<file path="config.mk">
export PLATFORM = sky130hd
export DESIGN_NAME = mole_scheduler
export DESIGN_NICKNAME = d
export VERILOG_FILES = /design/src/rtl/mole_pkg.sv /design/src/rtl/mole_lane.sv /design/src/rtl/mole_scheduler.sv
export SDC_FILE = /design/constraint.sdc
export NUM_CORES = 1
export LEC_CHECK = 0
export BUFFER_PORTS_ARGS = -buffer_cell sky130_fd_sc_hd__buf_2
export CAP_MARGIN = 15
export CORE_MARGIN = 10
export CORE_UTILIZATION = 45
export CTS_CLUSTER_DIAMETER = 200
export DETAILED_ROUTE_END_ITERATION = 10
export SKIP_LAST_GASP = 1
export SYNTH_ARGS = -nofsm -noshare
export SYNTH_HDL_FRONTEND = slang
export SYNTH_SLANG_ARGS = --single-unit
</file>
<file path="constraint.sdc">
create_clock -name clk -period 9.9 [get_ports clk]
set_input_delay 1.98 -clock clk [delete_from_list [all_inputs] [get_ports clk]]
set_output_delay 1.98 -clock clk [all_outputs]
set_load 0.03 [all_outputs]
</file>
<file path="src/rtl/mole_pkg.sv">
// Shared types, LFSR constants and score arithmetic for the mole_scheduler game controller.
package mole_pkg;

  typedef enum logic [1:0] {
    ST_IDLE = 2'd0,
    ST_PLAY = 2'd1,
    ST_WIN  = 2'd2
  } state_e;

  localparam logic [15:0] LFSR_SEED = 16'hACE1;
  // Taps 16,14,13,11 of a right-shifting Fibonacci LFSR sit on bits 0,2,3,5.
  localparam logic [15:0] LFSR_TAPS = 16'h002D;

  function automatic int sat_add(input int base, input int inc, input int dec,
                                 input int max_val);
    int sum;
    sum = base + inc - dec;
    if (sum < 0) return 0;
    if (sum > max_val) return max_val;
    return sum;
  endfunction

endpackage

</file>
<file path="src/rtl/mole_lane.sv">
// One lamp/button lane: input synchronizer, press edge detect, up-timer, cooldown and lamp flop.
module mole_lane
  import mole_pkg::*;
#(
  parameter int UP_CYC       = 100000000,
  parameter int COOLDOWN_CYC = 250000000
) (
  input  logic clk,
  input  logic reset,
  input  logic btn_n,
  input  logic raise,
  input  logic clear,
  output logic lamp,
  output logic hit,
  output logic miss,
  output logic eligible
);

  localparam int UP_W = (UP_CYC > 1) ? $clog2(UP_CYC) : 1;
  localparam int CD_W = (COOLDOWN_CYC > 0) ? $clog2(COOLDOWN_CYC + 1) : 1;

  logic            sync1_q, sync2_q, prev_q;
  logic            lamp_q, lamp_d;
  logic [UP_W-1:0] up_q, up_d;
  logic [CD_W-1:0] cd_q, cd_d;
  logic            btn_evt, timeout;

  assign btn_evt  = prev_q & ~sync2_q;
  assign timeout  = lamp_q && (up_q == UP_W'(UP_CYC - 1));
  // A press landing on the timeout cycle wins: it is a hit, not a miss.
  assign hit      = ~clear & lamp_q & btn_evt;
  assign miss     = ~clear & timeout & ~btn_evt;
  assign eligible = ~lamp_q & (cd_q == '0);
  assign lamp     = lamp_q;

  always_comb begin
    // NOTE: every _d signal gets a default before any branch, so no path can infer a latch.
    lamp_d = lamp_q;
    up_d   = lamp_q ? up_q + 1'b1 : '0;
    cd_d   = (cd_q != '0) ? cd_q - 1'b1 : '0;
    if (clear) begin
      lamp_d = 1'b0;
      up_d   = '0;
      cd_d   = '0;
    end else if (hit || miss) begin
      lamp_d = 1'b0;
      up_d   = '0;
      cd_d   = CD_W'(COOLDOWN_CYC);
    end else if (raise) begin
      lamp_d = 1'b1;
      up_d   = '0;
    end
  end

  // NOTE: sequential state uses non-blocking assignments so every flop samples pre-edge values.
  always_ff @(posedge clk or posedge reset) begin
    if (reset) begin
      // Synchronizer resets to the released level so reset release never looks like a press.
      sync1_q <= 1'b1;
      sync2_q <= 1'b1;
      prev_q  <= 1'b1;
      lamp_q  <= 1'b0;
      up_q    <= '0;
      cd_q    <= '0;
    end else begin
      sync1_q <= btn_n;
      sync2_q <= sync1_q;
      prev_q  <= sync2_q;
      lamp_q  <= lamp_d;
      up_q    <= up_d;
      cd_q    <= cd_d;
    end
  end

endmodule

</file>
<file path="src/rtl/mole_scheduler.sv">
// Four-lane reaction game controller: game FSM, LFSR spawn scheduler, lane array and saturating score.
module mole_scheduler
  import mole_pkg::*;
#(
  parameter int N_LANES      = 4,
  parameter int SCORE_W      = 8,
  parameter int UP_CYC       = 100000000,
  parameter int SPAWN_CYC    = 50000000,
  parameter int COOLDOWN_CYC = 250000000,
  parameter int MAX_UP       = 2,
  parameter int START_SCORE  = 3,
  parameter int WIN_SCORE    = 12
) (
  input  logic               clk,
  input  logic               reset,
  input  logic [N_LANES-1:0] btn_n,
  input  logic               start_n,
  output logic [N_LANES-1:0] lamp,
  output logic               in_game,
  output logic [SCORE_W-1:0] score,
  output logic               hit_pulse,
  output logic               miss_pulse,
  output logic               win
);

  localparam int LANE_W    = (N_LANES > 1) ? $clog2(N_LANES) : 1;
  localparam int SP_W      = (SPAWN_CYC > 1) ? $clog2(SPAWN_CYC) : 1;
  localparam int SCORE_MAX = (2 ** SCORE_W) - 1;

  state_e              state_q, state_d;
  logic [15:0]         lfsr_q, lfsr_d;
  logic [SP_W-1:0]     spawn_q, spawn_d;
  logic                fire_q, fire_d;
  logic [SCORE_W-1:0]  score_q, score_d;
  logic                hit_q, hit_d, miss_q, miss_d;
  logic                start_s1_q, start_s2_q, start_prev_q;
  logic                start_evt;

  logic [N_LANES-1:0]  lane_lamp, lane_hit, lane_miss, lane_elig, lane_raise;
  logic                lane_clear;
  logic [LANE_W-1:0]   candidate;
  int                  n_hit, n_miss, n_up;

  assign start_evt = start_prev_q & ~start_s2_q;

  for (genvar g = 0; g < N_LANES; g++) begin : g_lane
    mole_lane #(
      .UP_CYC      (UP_CYC),
      .COOLDOWN_CYC(COOLDOWN_CYC)
    ) u_lane (
      .clk     (clk),
      .reset   (reset),
      .btn_n   (btn_n[g]),
      .raise   (lane_raise[g]),
      .clear   (lane_clear),
      .lamp    (lane_lamp[g]),
      .hit     (lane_hit[g]),
      .miss    (lane_miss[g]),
      .eligible(lane_elig[g])
    );
  end

  // Game FSM: lanes are held cleared outside PLAY, so a start always begins from a clean board.
  always_comb begin
    state_d    = state_q;
    lane_clear = 1'b1;
    in_game    = 1'b0;
    win        = 1'b0;
    lamp       = '0;
    case (state_q)
      ST_IDLE: begin
        if (start_evt) state_d = ST_PLAY;
      end
      ST_PLAY: begin
        lane_clear = 1'b0;
        in_game    = 1'b1;
        lamp       = lane_lamp;
        if (score_q >= SCORE_W'(WIN_SCORE)) state_d = ST_WIN;
      end
      ST_WIN: begin
        win  = 1'b1;
        lamp = '1;
        if (start_evt) state_d = ST_PLAY;
      end
      default: state_d = ST_IDLE;
    endcase
  end

  always_ff @(posedge clk or posedge reset) begin
    if (reset) state_q <= ST_IDLE;
    else       state_q <= state_d;
  end

  always_comb begin
    n_hit  = $countones(lane_hit);
    n_miss = $countones(lane_miss);
    n_up   = $countones(lane_lamp);

    lfsr_d = {^(lfsr_q & LFSR_TAPS), lfsr_q[15:1]};

    // The wrap is registered into fire_q; the spawn decision is made in the cycle after the wrap.
    spawn_d = '0;
    fire_d  = 1'b0;
    if (state_q == ST_PLAY) begin
      if (spawn_q == SP_W'(SPAWN_CYC - 1)) begin
        spawn_d = '0;
        fire_d  = 1'b1;
      end else begin
        spawn_d = spawn_q + 1'b1;
      end
    end

    candidate  = lfsr_q[LANE_W-1:0];
    lane_raise = '0;
    for (int i = 0; i < N_LANES; i++) begin
      lane_raise[i] = fire_q && (state_q == ST_PLAY) && (candidate == LANE_W'(i)) &&
                      lane_elig[i] && (n_up < MAX_UP);
    end

    score_d = score_q;
    if (state_q == ST_PLAY) begin
      score_d = SCORE_W'(sat_add(int'(score_q), n_hit, n_miss, SCORE_MAX));
    end else if (start_evt) begin
      score_d = SCORE_W'(START_SCORE);
    end

    hit_d  = |lane_hit;
    miss_d = |lane_miss;
  end

  always_ff @(posedge clk or posedge reset) begin
    if (reset) begin
      lfsr_q       <= LFSR_SEED;
      spawn_q      <= '0;
      fire_q       <= 1'b0;
      score_q      <= '0;
      hit_q        <= 1'b0;
      miss_q       <= 1'b0;
      start_s1_q   <= 1'b1;
      start_s2_q   <= 1'b1;
      start_prev_q <= 1'b1;
    end else begin
      lfsr_q       <= lfsr_d;
      spawn_q      <= spawn_d;
      fire_q       <= fire_d;
      score_q      <= score_d;
      hit_q        <= hit_d;
      miss_q       <= miss_d;
      start_s1_q   <= start_n;
      start_s2_q   <= start_s1_q;
      start_prev_q <= start_s2_q;
    end
  end

  assign score      = score_q;
  assign hit_pulse  = hit_q;
  assign miss_pulse = miss_q;

endmodule

</file>
==> results of run 1 <==
critical path, stage by stage, from the launching register on:
cell	delay (ns)
dfrtp_1	0.40
inv_1	0.10
ha_1	0.42
buf_4	0.32
and4b_1	0.21
o2111ai_1	0.10
or4_1	0.64
fa_1	0.51
inv_1	0.08
fa_1	0.16
inv_1	0.05
fa_1	0.50
ha_1	0.17
inv_1	0.06
fa_1	0.39
nor2b_1	0.20
o221ai_1	0.18
a21oi_1	0.39
a22oi_1	0.13
o21ai_0	0.11
sequential cells by signal, indices dropped and copies added, names as in the netlist:
name / cells
score: 8
start_prev_q: 1
start_s1_q: 1
state_q: 2
fire_q: 1
g_lane.u_lane.lamp: 4
g_lane.u_lane.cd_q: 112
g_lane.u_lane.sync2_q: 4
g_lane.u_lane.up_q: 108
start_s2_q: 1
miss_pulse: 1
spawn_q: 26
g_lane.u_lane.sync1_q: 4
lfsr_q: 16
g_lane.u_lane.prev_q: 4
hit_pulse: 1
cells in the mapped netlist, drive strengths merged, types with 4 or more instances:
cell,count
a22oi,4
clkbuf,32
nor4b,4
nand2,84
nand2b,16
o21ai,46
o21a,6
nand3,78
nor2,246
xor2,106
dfrtp,271
and4b,4
nand4,53
or4,16
xnor2,115
inv,49
and4,12
nor4,40
and2,17
nor2b,6
nand3b,7
or2,4
ha,32
buf,9
or3,20
a21oi,29
nor3,58
dfstp,23
o31ai,7
nand4b,8
fa,9
a31oi,6
and3,27
power breakdown:
part / internal [mW] / switching (mW) / total, mW
clock network: 0.865 / 0.487 / 1.35
registers: 1.23 / 0.0307 / 1.26
logic: 0.180 / 0.348 / 0.528
total: 2.28 / 0.865 / 3.14
worst min path at each step:
stage | startpoint | end | cells after the start
after detailed placement | lfsr_q[9] | lfsr_q[8] | 0
after floorplan | lfsr_q[4] | lfsr_q[3] | 0
after global placement | lfsr_q[4] | lfsr_q[3] | 0
final | lfsr_q[6] | lfsr_q[5] | 0
after global routing | lfsr_q[6] | lfsr_q[5] | 0
after CTS | lfsr_q[6] | lfsr_q[5] | 0
final cells by class:
class | count | area (µm²) | share of cell area
Tap cell | 435 | 544 | 0.0333
Timing Repair Buffer | 30 | 180 | 0.0110
Multi-Input combinational cell | 1084 | 6840 | 0.418
Inverter | 50 | 191 | 0.0117
Sequential cell | 294 | 7390 | 0.451
Clock inverter | 11 | 211 | 0.0129
Clock buffer | 50 | 1010 | 0.0619
cell families (layout without fill, tap and decap cells):
| group | count (synthesis) | count (layout) | share of synthesized area |
|---|---|---|---|
| AOI/OAI and AO/OA | 114 | 114 | 0.0479 |
| DFF | 294 | 294 | 0.506 |
| and+or+nand+nor | 706 | 706 | 0.247 |
| adders and majority gates | 41 | 41 | 0.0398 |
| buffers and inverters | 91 | 141 | 0.0258 |
| muxes | 2 | 2 | 0.00146 |
| xor gates and xnor gates | 221 | 221 | 0.133 |
per-layer routing:
metal	vias to the layer above	routed length [µm]
met5	-	0
met4	0	656
met3	47	1160
met2	159	13800
met1	5102	14300
li1	5090	-
==> qor.yml, run 1 <==
timing:
  slew_viol_final: 0
  timing.hold.ws_ns: 0.344
  setup_viol: 0
  skew_ns: 0.0192
  hold_viol: 0
  setup_tns_ns: 0
  finalCriticalPeriod_ns: 5.20
  rsz0062_at_grt: "false"
  slew_headroom: 0.307
  timing.final.crit_share: 0.525
  worst_slack_ns: 4.70
  fmax_ghz: 0.192
  worst_pin_slew_ns: 1.04
place:
  place.detailed.hpwl_um: 19800
  dp.cells: 1892
  place_ws_ns: 4.68
  port_buffers: 22
  routabilityCongestion: 0.824
  post_dp_cell_area_um2: 15100
die:
  die_h_um: 200
  fp.dieArea_um2: 40100
  pin_count: 23
  rows: 65
  initial_utilization: 0.459
  die_w_um: 200
  core_um2: 31800
worst_setup_path:
  start_kind: "register"
  setup.worst_path.end: "score[4]"
  reg2reg_from: "state_q[1]"
  rr_worst_depth: 19
  crit_required_ns: 10.33
  rrSetupSlack_ns: 4.70
  end_kind: "register"
  critPathMaxFanout: 18
  r2r-end: "score[4]"
  path_class: "register to register"
  critical_path_arrival_ns: 5.63
  crit_start: "state_q[1]"
layout:
  antenna_cells: 0
  final_cell_mix: "271 x dfrtp_1, 246 x nor2_1, 115 x xnor2_1"
  layout_commonest_cell: "dfrtp_1"
  drive_above_1_share: 0.0823
  final_area_um2: 16400
  utilization: 0.515
  final_cells: 1954
  syn2layout_area_growth_pct: 12.1
  fillers: 2881
  fin_nets: 1542
clocking:
  ctsLongestPathBuffers: 3
  cts_buffers: 34
  clock_latency_ns: 0.51
  cts_setup_buffers: 0
  cts.clk_slew.worst_paths_ns: 0.06
  htreeDepth: 2
  cts_tree: "yes"
  clock-sinks: 294
  cts_hold_buf: 0
  ctsRootBufferMaster: "clkbuf_16"
  cts-resized-gates: 0
yosys:
  avgSynthCellArea_um2: 9.94
  yosys_warnings: 0
  async_flop_share: 1.00
  syn_inst: 1469
  synth.distinct_cells: 66
  ys_top_cells_by_area: "dfrtp_1 46%, xnor2_1 6.9%, xor2_1 6.4%, nor2_1 6.3%, dfstp_2 4.1%"
  ys_ff_latch: 294
  synth_ff_type: "dfrtp_1"
  synth_fp_nets: 1517
  synth_seq_area_share: 0.506
  synth_edf_count: 0
  synth_top_area_frac: 0.464
  synth_top_area_cell: "dfrtp_1"
  synth_area_um2: 14600
global_routing:
  grt_util_met3: 0.0260
  grt_max_degree: 185
  grt_pass1_vias: 10200
  grtUsageMet2: 0.235
  met1_usage: 0.207
  grt_use_total: 0.150
  top_usage_layer: "met2"
  antenna_found_initial: 1
  grt_overflow_total: 0
  grt_pass1_wl_um: 51600
worst_hold_path:
  hp-class: "register to register"
job:
  cap_viol_max_count: 0
pwr:
  leakagePower_nw: 7.66
  cellPowerDensity_nw_per_um2: 192
  max-vdd-ir-drop_mv: 0.121
  finalPower_mw: 3.14
routing:
  first_pass_iters: 5
  drtIter0Drc: 718
  ant_nets: 0
  post_drt_wl_per_cell_um: 15.3
  routed_wirelength_um: 29900
  drc: 0
  vias_per_cell: 5.32
  route.vias.total: 10400
status:
  status: "finished, final reports clean"
No activity file was read; power rests on OpenSTA's default activity.
==> run 2: changes to the inputs <==
--- a/config.mk
+++ b/config.mk
@@ -5,6 +5,7 @@
 export SDC_FILE = /design/constraint.sdc
 export NUM_CORES = 1
 export LEC_CHECK = 0
+export ABC_AREA = 1
 export BUFFER_PORTS_ARGS = -buffer_cell sky130_fd_sc_hd__buf_2
 export CAP_MARGIN = 15
 export CORE_MARGIN = 10
==> constraint.sdc (replaced) <==
create_clock -name clk -period 5.2 [get_ports clk]
set_input_delay 1.04 -clock clk [delete_from_list [all_inputs] [get_ports clk]]
set_output_delay 1.04 -clock clk [all_outputs]
set_load 0.03 [all_outputs]
==> qor.yml, run 2 <==
yosys:
  ys_ff_latch: 294  # unchanged
  avgSynthCellArea_um2: 7.65  # was 9.94 µm²
  synth_top_area_cell: "dfrtp_1"  # unchanged
  synthMuxAreaShare: 0  # was 0.00146
  yosys-top-cells-count: "562 x nor2_1, 449 x nand2_1, 271 x dfrtp_1, 217 x inv_1, 136 x nand3_1"  # was 271 x dfrtp_1, 246 x nor2_1, 115 x xnor2_1, 106 x xor2_1, 84 x nand2_1
  synth-compound-area-share: 0.0348  # was 0.0479
  synth-xor-area-share: 0.0908  # was 0.133
  synth_fa_ha_area_frac: 0.0350  # was 0.0398
  synth_ff_type: "dfrtp_1"  # unchanged
  yosys_warnings: 0  # unchanged
  synth_area_um2: 16600  # was 14600 µm²
  synth.most_common_cell: "nor2_1"  # was dfrtp_1
  synth_fp_nets: 2217  # was 1517
  synth.distinct_cells: 44  # was 66
  async_flop_share: 1.00  # unchanged
  synth_top_area_frac: 0.409  # was 0.464
  syn_inst: 2169  # was 1469
  synth_top_family_by_area: "simple AND/OR/NAND/NOR gates"  # unchanged
  synth_edf_count: 0  # unchanged
  ys_top_cells_by_area: "dfrtp_1 41%, nor2_1 13%, nand2_1 10%, xor2_1 6.2%, inv_1 4.9%"  # was dfrtp_1 46%, xnor2_1 6.9%, xor2_1 6.4%, nor2_1 6.3%, dfstp_2 4.1%
  synth_seq_area_share: 0.445  # was 0.506
  synth-simple-area-share: 0.333  # was 0.247
clocking:
  clock_latency_ns: 0.54  # was 0.51 ns
  htreeDepth: 2  # unchanged
  cts-resized-gates: 0  # unchanged
  ctsRootBufferMaster: "clkbuf_16"  # unchanged
  ctsLongestPathBuffers: 3  # unchanged
  cts_tree: "yes"  # unchanged
  cts_buffers: 36  # was 34
  cts_setup_buffers: 0  # unchanged
  clock-sinks: 294  # unchanged
  cts_hold_buf: 0  # unchanged
  cts.clk_slew.worst_paths_ns: 0.06  # about the same
timing:
  fmax_ghz: 0.217  # was 0.192 GHz
  setup_viol: 0  # unchanged
  slew_viol_final: 0  # unchanged
  slew_headroom: 0.437  # was 0.307
  timing.final.crit_share: 0.888  # was 0.525
  worst_pin_slew_ns: 0.842  # was 1.04 ns
  finalCriticalPeriod_ns: 4.62  # was 5.20 ns
  setup_tns_ns: 0  # unchanged
  rsz0062_at_grt: "false"  # unchanged
  worst_slack_ns: 0.585  # was 4.70 ns
  skew_ns: 0.0168  # was 0.0192 ns
  hold_viol: 0  # unchanged
die:
  rows: 70  # was 65
  fp.dieArea_um2: 45000  # was 40100 µm²
  die_h_um: 212  # was 200 µm
  die_w_um: 212  # was 200 µm
  core_um2: 36500  # was 31800 µm²
  initial_utilization: 0.454  # was 0.459
  pin_count: 23  # unchanged
layout:
  utilization: 0.503  # was 0.515
  fin_nets: 2257  # was 1542
  layout_commonest_cell: "nor2_1"  # was dfrtp_1
  top_register: "g_lane.u_lane.cd_q"  # unchanged
  final_cell_mix: "562 x nor2_1, 449 x nand2_1, 271 x dfrtp_1"  # was 271 x dfrtp_1, 246 x nor2_1, 115 x xnor2_1
  multi_input_area_um2: 8200  # was 6840 µm²
  final_area_um2: 18400  # was 16400 µm²
  ff_latch_area_um2: 7390  # unchanged
  drive_above_1_share: 0.0613  # was 0.0823
  fillers: 3517  # was 2881
  reg_top3: "g_lane.u_lane.cd_q: 112 flops, g_lane.u_lane.up_q: 108 flops, spawn_q: 26 flops"  # unchanged
  largest_register_ffs: 112  # unchanged
  antenna_cells: 0  # unchanged
  syn2layout_area_growth_pct: 10.7  # was 12.1%
pwr:
  pwr-share-comb: 0.168  # about the same
  leakagePower_nw: 8.94  # was 7.66 nW
  finalPower_mw: 5.81  # was 3.14 mW
  p_seq_frac: 0.412  # was 0.402
  max-vdd-ir-drop_mv: 0.228  # was 0.121 mV
  p_int_mw: 4.08  # was 2.28 mW
  swShare: 0.297  # was 0.275
  clkPwrFrac: 0.421  # was 0.430
  cellPowerDensity_nw_per_um2: 316  # was 192 nW/µm²
  p_switching_mw: 1.73  # was 0.865 mW
worst_setup_path:
  end_kind: "register"  # unchanged
  crit_required_ns: 5.63  # was 10.33 ns
  crit_path_frequent_cell: "nand2_1"
  path_cells: "inv_1, ha_1, nand2_1, inv_2, nand2_1, nor2_1, nand4_2, fa_1, inv_1, fa_1, inv_1, fa_1, ha_1, inv_1, fa_1, inv_1, nand2_1, nand3_1, nand3_1, nand3_1, nand3_1, nand2_1, nand2_1, nand2_1"  # was inv_1, ha_1, buf_4, and4b_1, o2111ai_1, or4_1, fa_1, inv_1, fa_1, inv_1, fa_1, ha_1, inv_1, fa_1, nor2b_1, o221ai_1, a21oi_1, a22oi_1, o21ai_0
  critical_path_arrival_ns: 5.04  # was 5.63 ns
  start_kind: "register"  # unchanged
  max_stage_delay_ns: 0.59  # was 0.64 ns
  critPathMaxFanout: 7  # was 18
  cp_slowest_cell: "fa_1"  # was or4_1
  path_class: "register to register"  # unchanged
global_routing:
  grt_pass1_vias: 13600  # was 10200
  grt_pass1_wl_um: 65800  # was 51600 µm
  antenna_found_initial: 0  # was 1
  grt_overflow_total: 0  # unchanged
  grt_max_degree: 116  # was 185
  grt_use_total: 0.176  # was 0.150
job:
  cap_viol_max_count: 0  # unchanged
place:
  place.detailed.hpwl_um: 27600  # was 19800 µm
  place_ws_ns: 0.612  # was 4.68 ns
  post_dp_cell_area_um2: 17200  # was 15100 µm²
  port_buffers: 22  # unchanged
  routabilityCongestion: 0.903  # was 0.824
routing:
  route.vias.total: 13500  # was 10400
  post_drt_wl_per_cell_um: 14.1  # was 15.3 µm
  routed_wirelength_um: 38100  # was 29900 µm
  drtIter0Drc: 773  # was 718
  ant_nets: 0  # unchanged
  first_pass_iters: 5  # unchanged
  vias_per_cell: 5.00  # was 5.32
  drc: 0  # unchanged
worst_hold_path:
  hp-class: "register to register"  # unchanged
status:
  status: "finished, final reports clean"  # unchanged
==> run 2: cell count changes after synthesis, moves of 24 or more <==
cell / change
nand2_1: +365
nor2_1: +316
inv_1: +168
xnor2_1: -61
nand3_1: +58
nor4_1: -33
a21oi_1: +30
o21ai_0: -28
and3_1: -24
==> run 2: worst paths after layout <==
check	startpoint	end	slack (ns)	depth (start not counted)
worst min-delay path	lfsr_q[8]	lfsr_q[7]	0.34	0
min in group asynchronous	reset	g_lane[3].u_lane.up_q[6]	0.52	2
worst min register to register	lfsr_q[8]	lfsr_q[7]	0.34	0
worst max-delay path	state_q[1]	score[6]	0.58	24
worst max register to register	state_q[1]	score[6]	0.58	24
max in group asynchronous	reset	g_lane[1].u_lane.up_q[3]	3.59	4
==> run 2: layout make-up <==
| class | instances | share of cell area |
|---|---|---|
| inverters | 223 | 0.0460 |
| well taps | 468 | 0.0319 |
| flip-flops and latches | 294 | 0.402 |
| repair buffers | 29 | 0.0109 |
| clock inverters | 13 | 0.00810 |
| clock buffers | 52 | 0.0550 |
| multi-input cells | 1625 | 0.446 |
==> run 2: through the flow <==
stage,hold slack (ns),cells
CTS,0.328,2703
global placement,0.336,2638
detailed placement,0.339,2638
floorplan,0.331,2169
finish,0.336,2704
global route,0.350,2704
==> run 2: kinds of logic after synthesis <==
group | Yosys count
and+or+nand+nor | 1310
DFF | 294
buffers and inverters | 250
xor gates and xnor gates | 172
AOI/OAI and AO/OA | 102
adders and majority gates | 41
==> run 2: power groups by stage <==
stage,registers (mW),clock network [mW],logic (mW)
floorplan,2.45,0,0.683
global placement,2.43,0,0.973
detailed placement,2.43,0,0.977
CTS,2.39,2.53,0.986
global route,2.40,2.61,1.12
finish,2.39,2.45,0.974
==> run 2: routing by layer <==
metal  routed length, µm  vias up  global-route usage  share of wire
met1               17900     6308               0.230           0.47
li1                    -     6932                   -              -
met3                1550       62              0.0290          0.041
met4                 801        0              0.0543          0.021
met2               17800      227               0.292           0.47
met5                   0        -                   0              0
==> run 2: worst max-delay path: cells and delay by family, from the launching register on <==
family | cells | cell delay [ns]
buf+inv | 6 | 0.48
flops | 1 | 0.40
simple gates | 12 | 1.50
fa+ha+maj | 6 | 2.11
==> run 3: changes to the inputs <==
--- a/config.mk
+++ b/config.mk
@@ -5,7 +5,7 @@
 export SDC_FILE = /design/constraint.sdc
 export NUM_CORES = 1
 export LEC_CHECK = 0
-export ABC_AREA = 1
+export ABC_AREA = 0
 export BUFFER_PORTS_ARGS = -buffer_cell sky130_fd_sc_hd__buf_2
 export CAP_MARGIN = 15
 export CORE_MARGIN = 10
==> qor.yml, run 3 (same netlist as run 1, synthesis figures left out) <==
worst_setup_path:
  path_cells: "inv_1, ha_1, and4b_1, o2111ai_1, or4_1, fa_1, inv_1, fa_1, inv_1, fa_1, ha_1, inv_1, fa_1, nor2b_1, o221ai_1, a21oi_1, a22oi_1, o21ai_0"  # was inv_1, ha_1, nand2_1, inv_2, nand2_1, nor2_1, nand4_2, fa_1, inv_1, fa_1, inv_1, fa_1, ha_1, inv_1, fa_1, inv_1, nand2_1, nand3_1, nand3_1, nand3_1, nand3_1, nand2_1, nand2_1, nand2_1
  end_kind: "register"  # unchanged
  path_class: "register to register"  # unchanged
  cp_top_family: "adder cells"  # unchanged
  critPathMaxFanout: 8  # was 7
  start_kind: "register"  # unchanged
  crit_required_ns: 5.62  # was 5.63 ns
  critPathBufInv: 4  # was 6
  cp_slowest_cell: "or4_1"  # was fa_1
  max_stage_delay_ns: 0.63  # was 0.59 ns
  critical_path_arrival_ns: 5.28  # was 5.04 ns
die:
  pin_count: 23  # unchanged
  die_h_um: 200  # was 212 µm
  fp.dieArea_um2: 40100  # was 45000 µm²
  core_um2: 31800  # was 36500 µm²
  rows: 65  # was 70
  die_w_um: 200  # was 212 µm
  initial_utilization: 0.459  # was 0.454
routing:
  vias_per_cell: 5.29  # was 5.00
  first_pass_iters: 5  # unchanged
  post_drt_wl_per_cell_um: 15.4  # was 14.1 µm
  route.vias.total: 10300  # was 13500
  routed_wirelength_um: 30200  # was 38100 µm
  ant_nets: 0  # unchanged
  drc: 0  # unchanged
  drtIter0Drc: 625  # was 773
place:
  port_buffers: 22  # unchanged
  place.detailed.hpwl_um: 19800  # was 27600 µm
  routabilityCongestion: 0.816  # was 0.903
clocking:
  ctsLongestPathBuffers: 3  # unchanged
  cts_setup_buffers: 0  # unchanged
  clock_latency_ns: 0.50  # was 0.54 ns
  cts_buffers: 35  # was 36
  cts_tree: "yes"  # unchanged
  htreeDepth: 2  # unchanged
  cts.clk_slew.worst_paths_ns: 0.06  # about the same
  cts_hold_buf: 0  # unchanged
  cts-resized-gates: 0  # unchanged
  clock-sinks: 294  # unchanged
  ctsRootBufferMaster: "clkbuf_16"  # unchanged
global_routing:
  grt_pass1_vias: 10400  # was 13600
  antenna_found_initial: 1  # was 0
  grt_overflow_total: 0  # unchanged
  grt_pass1_wl_um: 51800  # was 65800 µm
  grt_use_total: 0.149  # was 0.176
  grt_max_degree: 181  # was 116
timing:
  setup_tns_ns: 0  # unchanged
  slew_viol_final: 0  # unchanged
  skew_ns: 0.0140  # was 0.0168 ns
  setup_viol: 0  # unchanged
  hold_viol: 0  # unchanged
  slew_headroom: 0.261  # was 0.437
  finalCriticalPeriod_ns: 4.86  # was 4.62 ns
  timing.final.crit_share: 0.935  # was 0.888
  worst_pin_slew_ns: 1.10  # was 0.842 ns
  rsz0062_at_grt: "false"  # unchanged
  fmax_ghz: 0.206  # was 0.217 GHz
layout:
  ff_latch_area_um2: 7390  # unchanged
  largest_register_ffs: 112  # unchanged
  layout_commonest_cell: "dfrtp_1"  # was nor2_1
  fin_nets: 1543  # was 2257
  antenna_cells: 0  # unchanged
  final_cell_mix: "271 x dfrtp_1, 246 x nor2_1, 115 x xnor2_1"  # was 562 x nor2_1, 449 x nand2_1, 271 x dfrtp_1
  syn2layout_area_growth_pct: 11.6  # was 10.7%
  reg_top3: "g_lane.u_lane.cd_q: 112 flops, g_lane.u_lane.up_q: 108 flops, spawn_q: 26 flops"  # unchanged
  fillers: 2887  # was 3517
  top_register: "g_lane.u_lane.cd_q"  # unchanged
  drive_above_1_share: 0.0828  # was 0.0613
  multi_input_area_um2: 6840  # was 8200 µm²
pwr:
  cellPowerDensity_nw_per_um2: 356  # was 316 nW/µm²
  max-vdd-ir-drop_mv: 0.207  # was 0.228 mV
  finalPower_mw: 5.80  # was 5.81 mW
  leakagePower_nw: 7.62  # was 8.94 nW
job:
  cap_viol_max_count: 0  # unchanged
status:
  status: "finished, final reports clean"  # unchanged
worst_hold_path:
  hp-class: "register to register"  # unchanged
[run 3: path summary, 6_finish.rpt]
| path | startpoint | endpoint | slack [ns] | depth (start not counted) |
|---|---|---|---|---|
| worst min register to register | lfsr_q[9] | lfsr_q[8] | 0.35 | 0 |
| max in group asynchronous | reset | g_lane[0].u_lane.cd_q[8] | 3.61 | 3 |
| worst max register to register | state_q[1] | score[5] | 0.34 | 18 |
| worst max-delay path | state_q[1] | score[5] | 0.34 | 18 |
| min in group asynchronous | reset | g_lane[2].u_lane.cd_q[1] | 0.70 | 3 |
| worst min-delay path | lfsr_q[9] | lfsr_q[8] | 0.35 | 0 |
[run 3: metal layers]
layer  up-vias  part of all wire  GRT usage
met5         -            0.0013    0.00737
met4         2             0.017     0.0371
met3        42             0.033     0.0232
met2       130              0.47      0.244
met1      5076              0.48      0.203
li1       5099                 -          -
[run 3: cell type report]
class | count | area share
clock buffers | 55 | 0.0665
clock inverters | 8 | 0.00299
inverters | 50 | 0.0117
multi-input cells | 1084 | 0.420
flip-flops and latches | 294 | 0.453
well taps | 435 | 0.0334
repair buffers | 30 | 0.0120
[run 3: stage by stage]
step,std cells,hold WS [ns],worst slack [ns],area [µm²],utilization
4_1_cts,1956,0.354,0.378,16300,0.512
3_5_place_dp,1893,0.340,0.433,15200,0.477
3_3_place_gp,1893,0.335,0.590,15200,0.477
5_1_grt,1956,0.356,0.0954,16300,0.512
6_report,1956,0.352,0.338,16300,0.512
2_1_floorplan,1469,0.331,0.276,14600,-
[run 3: worst reg2reg max path, cell delays in order, from the launching register on]
cell and delay, ns:
dfrtp_1 0.41, inv_1 0.10, ha_1 0.32, and4b_1 0.23
o2111ai_1 0.09, or4_1 0.63, fa_1 0.51, inv_1 0.09
fa_1 0.17, inv_1 0.05, fa_1 0.51, ha_1 0.18
inv_1 0.06, fa_1 0.39, nor2b_1 0.21, o221ai_1 0.18
a21oi_1 0.39, a22oi_1 0.13, o21ai_0 0.12
[run 3: where the power goes]
group          switching [mW]  internal [mW]  total (mW)
Combinational           0.670          0.352        1.02
Sequential             0.0568           2.35        2.40
Clock                   0.946           1.43        2.38
